<file path="config.mk">
export PLATFORM = sky130hd
export DESIGN_NAME = stream_demux
export DESIGN_NICKNAME = d
export VERILOG_FILES = /design/src/rtl/stream_demux_pkg.sv /design/src/rtl/stream_demux_slot.sv /design/src/rtl/stream_demux.sv
export SDC_FILE = /design/constraint.sdc
export NUM_CORES = 1
export LEC_CHECK = 0
export CORE_AREA = 2 2 62 76
export CTS_CLUSTER_DIAMETER = 100
export DETAILED_ROUTE_END_ITERATION = 12
export DIE_AREA = 0 0 64 78
export PLACE_DENSITY = 0.7
export SETUP_SLACK_MARGIN = 0.05
export SLEW_MARGIN = 5
export SYNTH_ARGS = -nofsm -noshare
export SYNTH_HDL_FRONTEND = slang
export SYNTH_SLANG_ARGS = --single-unit
export TNS_END_PERCENT = 10
</file>
<file path="constraint.sdc">
create_clock -name Clk -period 1.8 [get_ports Clk]
set_input_delay 0.18 -clock Clk [delete_from_list [all_inputs] [get_ports Clk]]
set_output_delay 0.18 -clock Clk [all_outputs]
set_load 0.005 [all_outputs]
</file>
<file path="src/rtl/stream_demux_pkg.sv">
// rtl/stream_demux_pkg.sv - shared slot-state encoding and counter constants
// Purpose: common definitions for stream_demux and stream_demux_slot.
// Contents: slot_state_e (SLOT_EMPTY/SLOT_FULL), COUNT_W, COUNT_MAX.
package stream_demux_pkg;

  typedef enum logic {
    SLOT_EMPTY = 1'b0,
    SLOT_FULL  = 1'b1
  } slot_state_e;

  localparam int                 COUNT_W   = 16;
  localparam logic [COUNT_W-1:0] COUNT_MAX = '1;

endpackage

</file>
<file path="src/rtl/stream_demux_slot.sv">
// rtl/stream_demux_slot.sv - single-entry holding register for one demux port
// Purpose: holds one beat for a consumer; a load and a drain in the same cycle
//          keep the slot FULL with the new data (no bubble).
// Ports:
//   clk, rst_n          clock, asynchronous active-low reset
//   load, load_data     write a beat into the slot (caller guarantees space)
//   out_valid, out_data held beat towards the consumer
//   out_ready           consumer accepts the held beat
//   out_count           saturating transfer counter (STREAM_DEMUX_STATS_EN only)
module stream_demux_slot
  import stream_demux_pkg::*;
#(
  parameter int DATA_W = 8
) (
  input  logic              clk,
  input  logic              rst_n,
  input  logic              load,
  input  logic [DATA_W-1:0] load_data,
  input  logic              out_ready,
  output logic              out_valid,
  output logic [DATA_W-1:0] out_data
`ifdef STREAM_DEMUX_STATS_EN
  ,
  output logic [COUNT_W-1:0] out_count
`endif
);

  slot_state_e       state_q, state_d;
  logic [DATA_W-1:0] data_q, data_d;
  logic              drain;

  always_comb begin
    state_d = state_q;
    data_d  = data_q;
    drain   = (state_q == SLOT_FULL) && out_ready;
    if (load) begin
      state_d = SLOT_FULL;
      data_d  = load_data;
    end else if (drain) begin
      state_d = SLOT_EMPTY;
    end
  end

  always_ff @(posedge clk or negedge rst_n) begin
    if (!rst_n) begin
      state_q <= SLOT_EMPTY;
      data_q  <= '0;
    end else begin
      state_q <= state_d;
      data_q  <= data_d;
    end
  end

  assign out_valid = (state_q == SLOT_FULL);
  assign out_data  = data_q;

`ifdef STREAM_DEMUX_STATS_EN
  logic [COUNT_W-1:0] count_q, count_d;

  always_comb begin
    count_d = count_q;
    if (drain && (count_q != COUNT_MAX)) begin
      count_d = count_q + 1'b1;
    end
  end

  always_ff @(posedge clk or negedge rst_n) begin
    if (!rst_n) begin
      count_q <= '0;
    end else begin
      count_q <= count_d;
    end
  end

  assign out_count = count_q;
`endif

endmodule

</file>
<file path="src/rtl/stream_demux.sv">
// rtl/stream_demux.sv - registered 1-to-N stream demultiplexer
// Purpose: routes each input beat to the port named by Select_Line through a
//          per-port single-entry slot; out-of-range selects are accepted and
//          dropped with a one-cycle Drop_Pulse.
// Ports:
//   Clk, Reset_n                     clock, asynchronous active-low reset
//   In_Data, Select_Line, In_Valid   input beat and its destination
//   In_Ready                         combinational, depends on selected port only
//   Out_Data, Out_Valid, Out_Ready   per-port streams, port k at [k*DATA_W +: DATA_W]
//   Drop_Pulse                       registered drop indication
//   Out_Count                        per-port 16-bit counters (STREAM_DEMUX_STATS_EN only)
// Optional feature macro: STREAM_DEMUX_STATS_EN
module stream_demux
  import stream_demux_pkg::*;
#(
  parameter int DATA_W      = 8,
  parameter int NUM_OUTPUTS = 4,
  parameter int SEL_W       = 2
) (
  input  logic                          Clk,
  input  logic                          Reset_n,
  input  logic [DATA_W-1:0]             In_Data,
  input  logic [SEL_W-1:0]              Select_Line,
  input  logic                          In_Valid,
  output logic                          In_Ready,
  output logic [NUM_OUTPUTS*DATA_W-1:0] Out_Data,
  output logic [NUM_OUTPUTS-1:0]        Out_Valid,
  input  logic [NUM_OUTPUTS-1:0]        Out_Ready,
  output logic                          Drop_Pulse
`ifdef STREAM_DEMUX_STATS_EN
  ,
  output logic [NUM_OUTPUTS*COUNT_W-1:0] Out_Count
`endif
);

  logic [NUM_OUTPUTS-1:0] sel_hit;
  logic [NUM_OUTPUTS-1:0] load;
  logic                   in_range;
  logic                   accept;
  logic                   drop_q, drop_d;

  // Decode the select as a one-hot vector so that an out-of-range value never
  // indexes Out_Valid/Out_Ready; it simply matches no port.
  always_comb begin
    sel_hit = '0;
    for (int k = 0; k < NUM_OUTPUTS; k++) begin
      sel_hit[k] = (Select_Line == SEL_W'(k));
    end
    in_range = |sel_hit;
    // Head-of-line: only the selected port's slot decides readiness.
    In_Ready = !in_range || !(|(sel_hit & Out_Valid)) || (|(sel_hit & Out_Ready));
    accept   = In_Valid && In_Ready;
    load     = sel_hit & {NUM_OUTPUTS{accept}};
    drop_d   = accept && !in_range;
  end

  always_ff @(posedge Clk or negedge Reset_n) begin
    if (!Reset_n) begin
      drop_q <= 1'b0;
    end else begin
      drop_q <= drop_d;
    end
  end

  assign Drop_Pulse = drop_q;

  for (genvar k = 0; k < NUM_OUTPUTS; k++) begin : g_slot
    stream_demux_slot #(
      .DATA_W(DATA_W)
    ) u_slot (
      .clk       (Clk),
      .rst_n     (Reset_n),
      .load      (load[k]),
      .load_data (In_Data),
      .out_ready (Out_Ready[k]),
      .out_valid (Out_Valid[k]),
      .out_data  (Out_Data[k*DATA_W +: DATA_W])
`ifdef STREAM_DEMUX_STATS_EN
      ,
      .out_count (Out_Count[k*COUNT_W +: COUNT_W])
`endif
    );
  end

endmodule

</file>
==> results list, run 1 <==
* Maximum operating frequency: 602 MHz
* Number of max-slew violations in the final report: 0
* Most frequent cells in the layout: sky130_fd_sc_hd__clkdlybuf4s50_1 (52), sky130_fd_sc_hd__dfrtp_1 (37), sky130_fd_sc_hd__mux2_2 (32), sky130_fd_sc_hd__clkbuf_8 (6)
- The number of nets handed over by synthesis was 110.
- H-Tree Depth: 2
* Number of instances in the synthesized netlist: 93
* GRT Overall Usage: 0.144
- Number of inserted diodes: 0
- Post-route minimum period: 1.66 ns
- IR analysis of the VDD net gives a maximum drop of 0.000555 V.
- Ratio of final minimum period to clock period: 0.922
* Antenna violations before repair: 0
- Min setup slack post-route: 0.140 ns
- Total standard cell area after synthesis: 1460 um2
- Count of endpoints failing setup in the final report: 0
- Row count: 26
- Entering global routing, the biggest net connects 38 pins.
- Sequential area share after synthesis: 0.635
* Post-Place Worst Slack: -0.0716 ns
- In the routed design, unresolved DRC markers number 0.
* Proportion of total power due to net switching: 0.224
- Critical path class: input pin to output port
* Final Net Count: 172
- The final number of hold-violating endpoints is 37.
- The core region is 4200 um2.
- Data arrival time of the worst path: 1.48 ns
- Worst Setup End Kind: output port
- Buffers placed on the I/O ports in this run total 54.
- In the final layout, the share of cells above drive strength 1 is 0.333.
- Sort of element at the start of the critical path: input pin
* Die boundary width: 64 um
- Commonest non-fill, non-tap cell in the layout: sky130_fd_sc_hd__clkdlybuf4s50_1
- Clock tree from TritonCTS: done
* CTS max path bufs: 2
* Post-route cell area: 2220 um2
* Vert. Die Dim: 78 um
- At the later pin of the worst-skew pair, clock insertion delay measures 0.28 ns.
- Top-Level Pins: 55
- DR vias/cell: 4.52
* Worst slew slack as a fraction of its limit: 0.458
* Total Wirelength: 3240 um
- Fill cells in the final layout number 337.
* Count of nets left with antenna violations after detail routing: 0
* Clock slew seen by the registers of the worst setup and hold paths: 0.07 ns
- In this run the worst path has a maximum fanout of 2.
- Comb power frac: 0.250
- Clock share of power: 0.303
* Routed wirelength normalized by instance count: 15.3 um
* Initial core utilization: 0.347
- Unique cell type count in the Yosys netlist: 14
* Violations in the final reports: negative hold slack
* Syn Area/Cell: 15.7 um2
* Routability congestion estimate: 0.742
* Total number of vias: 958
- Max-cap violations in this run came to 0.
* Instance area at placement: 2100 um2
- The internal power of the cells totals 1880 uW.
* Required time at the endpoint of the critical path: 1.62 ns
* Sw Pwr: 543 uW
* Die Area: 4990 um2
- Across the routed clock network, the largest skew measured is 0.00257 ns.
- Clock Sinks: 37
- Fin util: 0.530
- Clock tree synthesis inserted a total of 5 buffers.
- Storage element area: 926 um2
* Root Driver: sky130_fd_sc_hd__clkbuf_8
- Multi-input gate area: 497 um2
- From synthesis to final layout, the design area changed by 52.6%.
- Post-synthesis register bit count: 37
- In this run the worst hold path is classified as input pin to asynchronous set/reset pin.
- For this design the static power due to leakage is 0.000935 uW.
- The flow ran to the end, but the final reports show violations.
- In this run, the number of DRC markers left after iteration 0 of detailed routing was 23.
* Syn. warnings: 0
* Critical Path Start: Out_Ready[2]
- Number of optimization iterations in the first detailed-route pass: 4
* Wire length of the first global-routing pass: 5320 um
- Detailed-placement wirelength estimate: 2420 um
* Measured slew at the worst slew-check pin: 0.813 ns
- Unrepaired setup endpoints after global routing: false
- The tightest hold path in the finished design has a slack of -0.0153 ns.
* Part of the power in registers: 0.447
* Final global-route overflow total: 0
* Number of global-route vias before repair: 1,060
- Total power per unit cell area: 1090 nW/um2
- The startpoint identified for the worst register-to-register timing path is g_slot[2].u_slot.out_valid.
## metrics by stage
step	setup TNS [ns]	power [uW]	std cells
floorplan	0	1270	93
global placement	-0.0298	1690	204
detailed placement	-0.0716	1720	204
CTS	0	2460	212
global route	0	2540	212
finish	0	2420	212
## cells by family (layout without fill, tap and decap cells)
| logic type | count (synthesis) | after routing | synth area share |
|---|---|---|---|
| AND/OR/NAND/NOR | 15 | 15 | 0.0670 |
| AO/OA/AOI/OAI | 1 | 1 | 0.00343 |
| other | 1 | 1 | 0.00257 |
| multiplexers | 33 | 33 | 0.263 |
| flip-flops | 37 | 37 | 0.635 |
| buffers and inverters | 6 | 69 | 0.0292 |
## synthesized netlist by cell type
master,number,area [um2]
sky130_fd_sc_hd__dfrtp_1,37,926
sky130_fd_sc_hd__mux2_2,32,360
sky130_fd_sc_hd__buf_4,5,37.5
sky130_fd_sc_hd__nand2_1,5,18.8
sky130_fd_sc_hd__nand2b_1,4,25.0
sky130_fd_sc_hd__nor2b_1,2,12.5
sky130_fd_sc_hd__and3_1,1,6.26
sky130_fd_sc_hd__buf_2,1,5.00
sky130_fd_sc_hd__conb_1,1,3.75
sky130_fd_sc_hd__mux4_2,1,22.5
sky130_fd_sc_hd__nand3_1,1,5.00
sky130_fd_sc_hd__nand3b_2,1,11.3
sky130_fd_sc_hd__nor3b_4,1,18.8
sky130_fd_sc_hd__o21ai_0,1,5.00
## final timing paths
kind                                           endpoint  slack [ns]  cells past startpoint
hold / removal             g_slot[2].u_slot.out_data[5]       -0.02                      1
min in group Clk           g_slot[3].u_slot.out_data[4]        0.51                      1
setup / recovery                               In_Ready        0.14                      4
max in group asynchronous  g_slot[1].u_slot.out_data[7]        1.31                      1
hold reg to reg            g_slot[3].u_slot.out_data[4]        0.51                      1
setup reg to reg           g_slot[2].u_slot.out_data[2]        0.36                      5
## power by group through the flow
stage          Sequential, uW  Combinational, uW  Clock [uW]
2_1_floorplan            1090                178           0
3_3_place_gp             1090                605           0
3_5_place_dp             1100                617           0
4_1_cts                  1090                619         760
5_1_grt                  1110                648         791
6_report                 1080                606         733
## flip-flops by register name, summed over array words and instances, names as in the netlist
signal	count
g_slot.u_slot.out_valid	4
Drop_Pulse	1
g_slot.u_slot.out_data	32
## per-layer routing
metal / vias up / GRT usage / routed length, um / share of wire
met5: - / 0 / 0 / 0
met4: 0 / 0.0717 / 58 / 0.018
met3: 5 / 0.0348 / 176 / 0.054
met2: 31 / 0.259 / 1800 / 0.56
met1: 481 / 0.154 / 1200 / 0.37
li1: 441 / - / - / -
## area by class of cell
cell class,count,area share
clock buffers,6,0.0371
well taps,56,0.0315
multi-input cells,50,0.223
clock inverters,2,0.0169
repair buffers,61,0.275
flip-flops and latches,37,0.416
## what timing repair did
| action | 4_1_cts | 5_1_grt |
|---|---|---|
| hold buffers | 0 | 0 |
| endpoints found under the setup margin | 1 | 0 |
| gates resized for setup | 2 | 0 |
| setup buffers | 0 | 0 |
## worst max-delay path: stages
cell and delay, ns:
sky130_fd_sc_hd__clkdlybuf4s50_1 0.39, sky130_fd_sc_hd__nand2b_1 0.17, sky130_fd_sc_hd__mux4_2 0.47, sky130_fd_sc_hd__dlygate4sd2_1 0.27
(Power assumes the default switching activity.)
==> run 2: changes to the inputs <==
Settings changed: HOLD_SLACK_MARGIN set to 0.1.
==> run 2 against run 1 <==
Net effect: the flow now finishes without violations; total power about the same; fmax about the same; die area unchanged; clock-buffer cell count unchanged; via count increased by 0.84%; final cell count increased by 0.47%; utilization increased by 0.24 points; combinational power about the same; worst setup slack got worse by 0.0013 ns; final area increased by 0.45%; clock skew about the same; sequential share of layout area decreased by 0.19 points; largest power group unchanged.
==> results list, run 2 (synthesis results as in run 1) <==
- Leaving out fill and tap cells, the most frequent cell in the layout is sky130_fd_sc_hd__clkdlybuf4s50_1.
- The clock skew after layout came to 0.00257 ns (-0.0000000300 ns).
- Sw Pwr: 543 uW (about the same)
- Floorplan Core Area: 4200 um2 (unchanged)
* Final Net Count: 173 (+0.58%)
* Pin count of the biggest net entering global routing: 38 (unchanged)
* Number of inserted diodes: 0 (unchanged)
- Startpoint of the lowest-slack register-to-register path: g_slot[2].u_slot.out_valid
* Static power due to leakage: 0.000939 uW (+0.45%)
* Fraction of layout cells with a size suffix above 1: 0.331 (-0.00212)
- The data required time of the critical path is 1.62 ns (about the same).
- The global-route congestion overflow total was 0 (unchanged).
* Sort of element at the start of the critical path: input pin
- The slew at the pin closest to its max-slew limit came to 0.814 ns (+0.00141 ns).
- Register-to-Register Path Depth: 5 (unchanged)
* Register-to-Register Setup Slack: 0.36 ns (about the same)
* CTS buffer count: 5 (unchanged)
- Worst Setup End Kind: output port
- Final total power: 2420 uW (about the same)
* Port Buf Inserts: 54 (unchanged)
* Count of nets left with antenna violations after detail routing: 0 (unchanged)
* CTS max path bufs: 2 (unchanged)
* Count of endpoints failing setup in the final report: 0 (unchanged)
- Total Wirelength: 3250 um (about the same)
* Final Hold Vio Count: 0 (-100%)
- The shortest period the worst path allows is 1.66 ns (+0.00127 ns).
- Total power per unit cell area: 1080 nW/um2 (-0.38%)
- The flip-flop count of the largest register, all copies and words added came to 32 (unchanged).
- Wire length of the first global-routing pass: 5390 um (+1.3%)
- Detailed-route DRC error count: 0 (unchanged)
- Detailed-placement wirelength estimate: 2420 um (unchanged)
- GRT Overall Usage: 0.146 (+0.00154)
- The initial antenna violation count was 0 (unchanged).
- The part of the power in the clock network came to 0.303 (about the same).
* Data arrival time of the worst path: 1.48 ns (about the same)
* Worst IR drop on VDD: 0.000555 V (about the same)
* Max-cap violation count: 0 (unchanged)
* Count of buffers added by post-CTS timing repair for setup: 0 (unchanged)
- Compared with the post-synthesis result, the final layout area differs by 53.3%.
- Final total negative setup slack: 0 ns (unchanged)
- In this run the most critical hold path is launched from g_slot[3].u_slot.out_data[4].
- For hold timing, the worst endpoint is g_slot[3].u_slot.out_data[4].
- Die Area: 4990 um2 (unchanged)
* Part of the power in registers: 0.446 (about the same)
- Number of max-slew violations in the final report: 0 (unchanged)
- The average vias per placed instance is 4.54 (+0.36%).
- The starting DRC count in detailed routing was 25 (+8.7%).
- Total number of vias: 966 (+0.84%)
- Die boundary width: 64 um (unchanged)
- Most frequent cells in the layout: sky130_fd_sc_hd__clkdlybuf4s50_1 (52), sky130_fd_sc_hd__dfrtp_1 (37), sky130_fd_sc_hd__mux2_2 (32), sky130_fd_sc_hd__clkbuf_8 (6)
- Top-Level Pins: 55 (unchanged)
- Later-pin clock latency in the skew report: 0.28 ns (about the same)
* Clock slew seen by the registers of the worst setup and hold paths: 0.07 ns (about the same)
* Worst hold path cell count: 1
* Largest driver fanout on the critical path: 2 (unchanged)
- Filler instances: 334 (-0.89%)
- The switching portion of total power is 0.224 (about the same).
- The root buffer cell chosen for the clock tree is sky130_fd_sc_hd__clkbuf_8.
- The routability congestion estimate from global placement was 0.742 (unchanged).
- TritonCTS built the clock tree.
- Internal power component: 1880 uW (about the same)
- Unrepaired setup endpoints after global routing: false
- The initial standard-cell utilization of the core is 0.347 (unchanged).
* Routed wirelength normalized by instance count: 15.2 um (-0.41%)
* Clock Sinks: 37 (unchanged)
- The die height was 78 um (unchanged).
* Critical R2R Capture: g_slot[2].u_slot.out_data[2]
- Number of optimization iterations in the first detailed-route pass: 4 (unchanged)
- By startpoint and endpoint, the worst setup path is classified as input pin to output port.
- The maximum level of the CTS H-tree came to 2 (unchanged).
- The path class of the tightest hold or removal check is flip-flop to flip-flop.
- Row count: 26 (unchanged)
- Worst slew slack as a fraction of its limit: 0.457 (-0.000941)
* Result of the run: completed
- The number of global-route vias before repair came to 1,082 (+2.1%).
- The proportion of power drawn by combinational gates is 0.251 (about the same).
- The highest achievable clock rate was 602 MHz (about the same).
- Ratio of final minimum period to clock period: 0.923 (about the same)
==> run 2: changes by cell type in the layout (fill, tap and decap cells not counted) <==
cell / delta
sky130_fd_sc_hd__dlygate4sd3_1: +1
==> run 2: critical path: stages <==
cell and delay (ns):
sky130_fd_sc_hd__clkdlybuf4s50_1 0.39, sky130_fd_sc_hd__nand2b_1 0.17, sky130_fd_sc_hd__mux4_2 0.47, sky130_fd_sc_hd__dlygate4sd2_1 0.27
==> run 2: final cells by class <==
cell class	count	area (um2)	area share
multi-input cells	50	497	0.222
repair buffers	62	622	0.278
flip-flops and latches	37	926	0.414
clock buffers	6	82.6	0.0370
clock inverters	2	37.5	0.0168
well taps	56	70.1	0.0314
==> run 2: worst max-delay path by stage <==
stage	startpoint	endpoint	slack, ns
2_1_floorplan	g_slot[2].u_slot.out_valid	g_slot[2].u_slot.out_data[0]	0.53
3_3_place_gp	Out_Ready[3]	In_Ready	-0.03
3_5_place_dp	Out_Ready[3]	In_Ready	-0.07
4_1_cts	g_slot[2].u_slot.out_valid	In_Ready	0.12
5_1_grt	g_slot[2].u_slot.out_valid	In_Ready	0.09
6_report	Out_Ready[2]	In_Ready	0.14
==> run 2: routing by layer <==
metal  vias to the layer above  global-route usage  routed length (um)
li1                        443                   -                   -
met1                       487               0.155                1200
met2                        31               0.265                1810
met3                         5              0.0333                 171
met4                         0              0.0717                  58
met5                         -                   0                   0
==> run 2: stage by stage <==
step           std cells  setup WS (ns)   util  hold WS [ns]  cell area (um2)
2_1_floorplan         93          0.530      -        -0.116             1460
3_3_place_gp         204        -0.0298  0.500         0.297             2100
4_1_cts              213          0.117  0.532         0.511             2230
5_1_grt              213         0.0879  0.532         0.521             2230
6_report             213          0.139  0.532         0.507             2230
3_5_place_dp         204        -0.0716  0.500         0.324             2100
==> run 2: repair_timing <==
action / CTS / global route
endpoints found under the hold margin: 37 / 0
setup endpoints to repair: 1 / 0
hold buffers: 1 / 0
resized for setup: 2 / 0
==> run 2: power groups by stage <==
| stage | sequential, uW | clock [uW] | combinational [uW] |
|---|---|---|---|
| after floorplan | 1090 | 0 | 178 |
| after global placement | 1090 | 0 | 605 |
| after detailed placement | 1100 | 0 | 617 |
| after CTS | 1090 | 760 | 621 |
| after global routing | 1110 | 791 | 650 |
| final | 1080 | 733 | 607 |
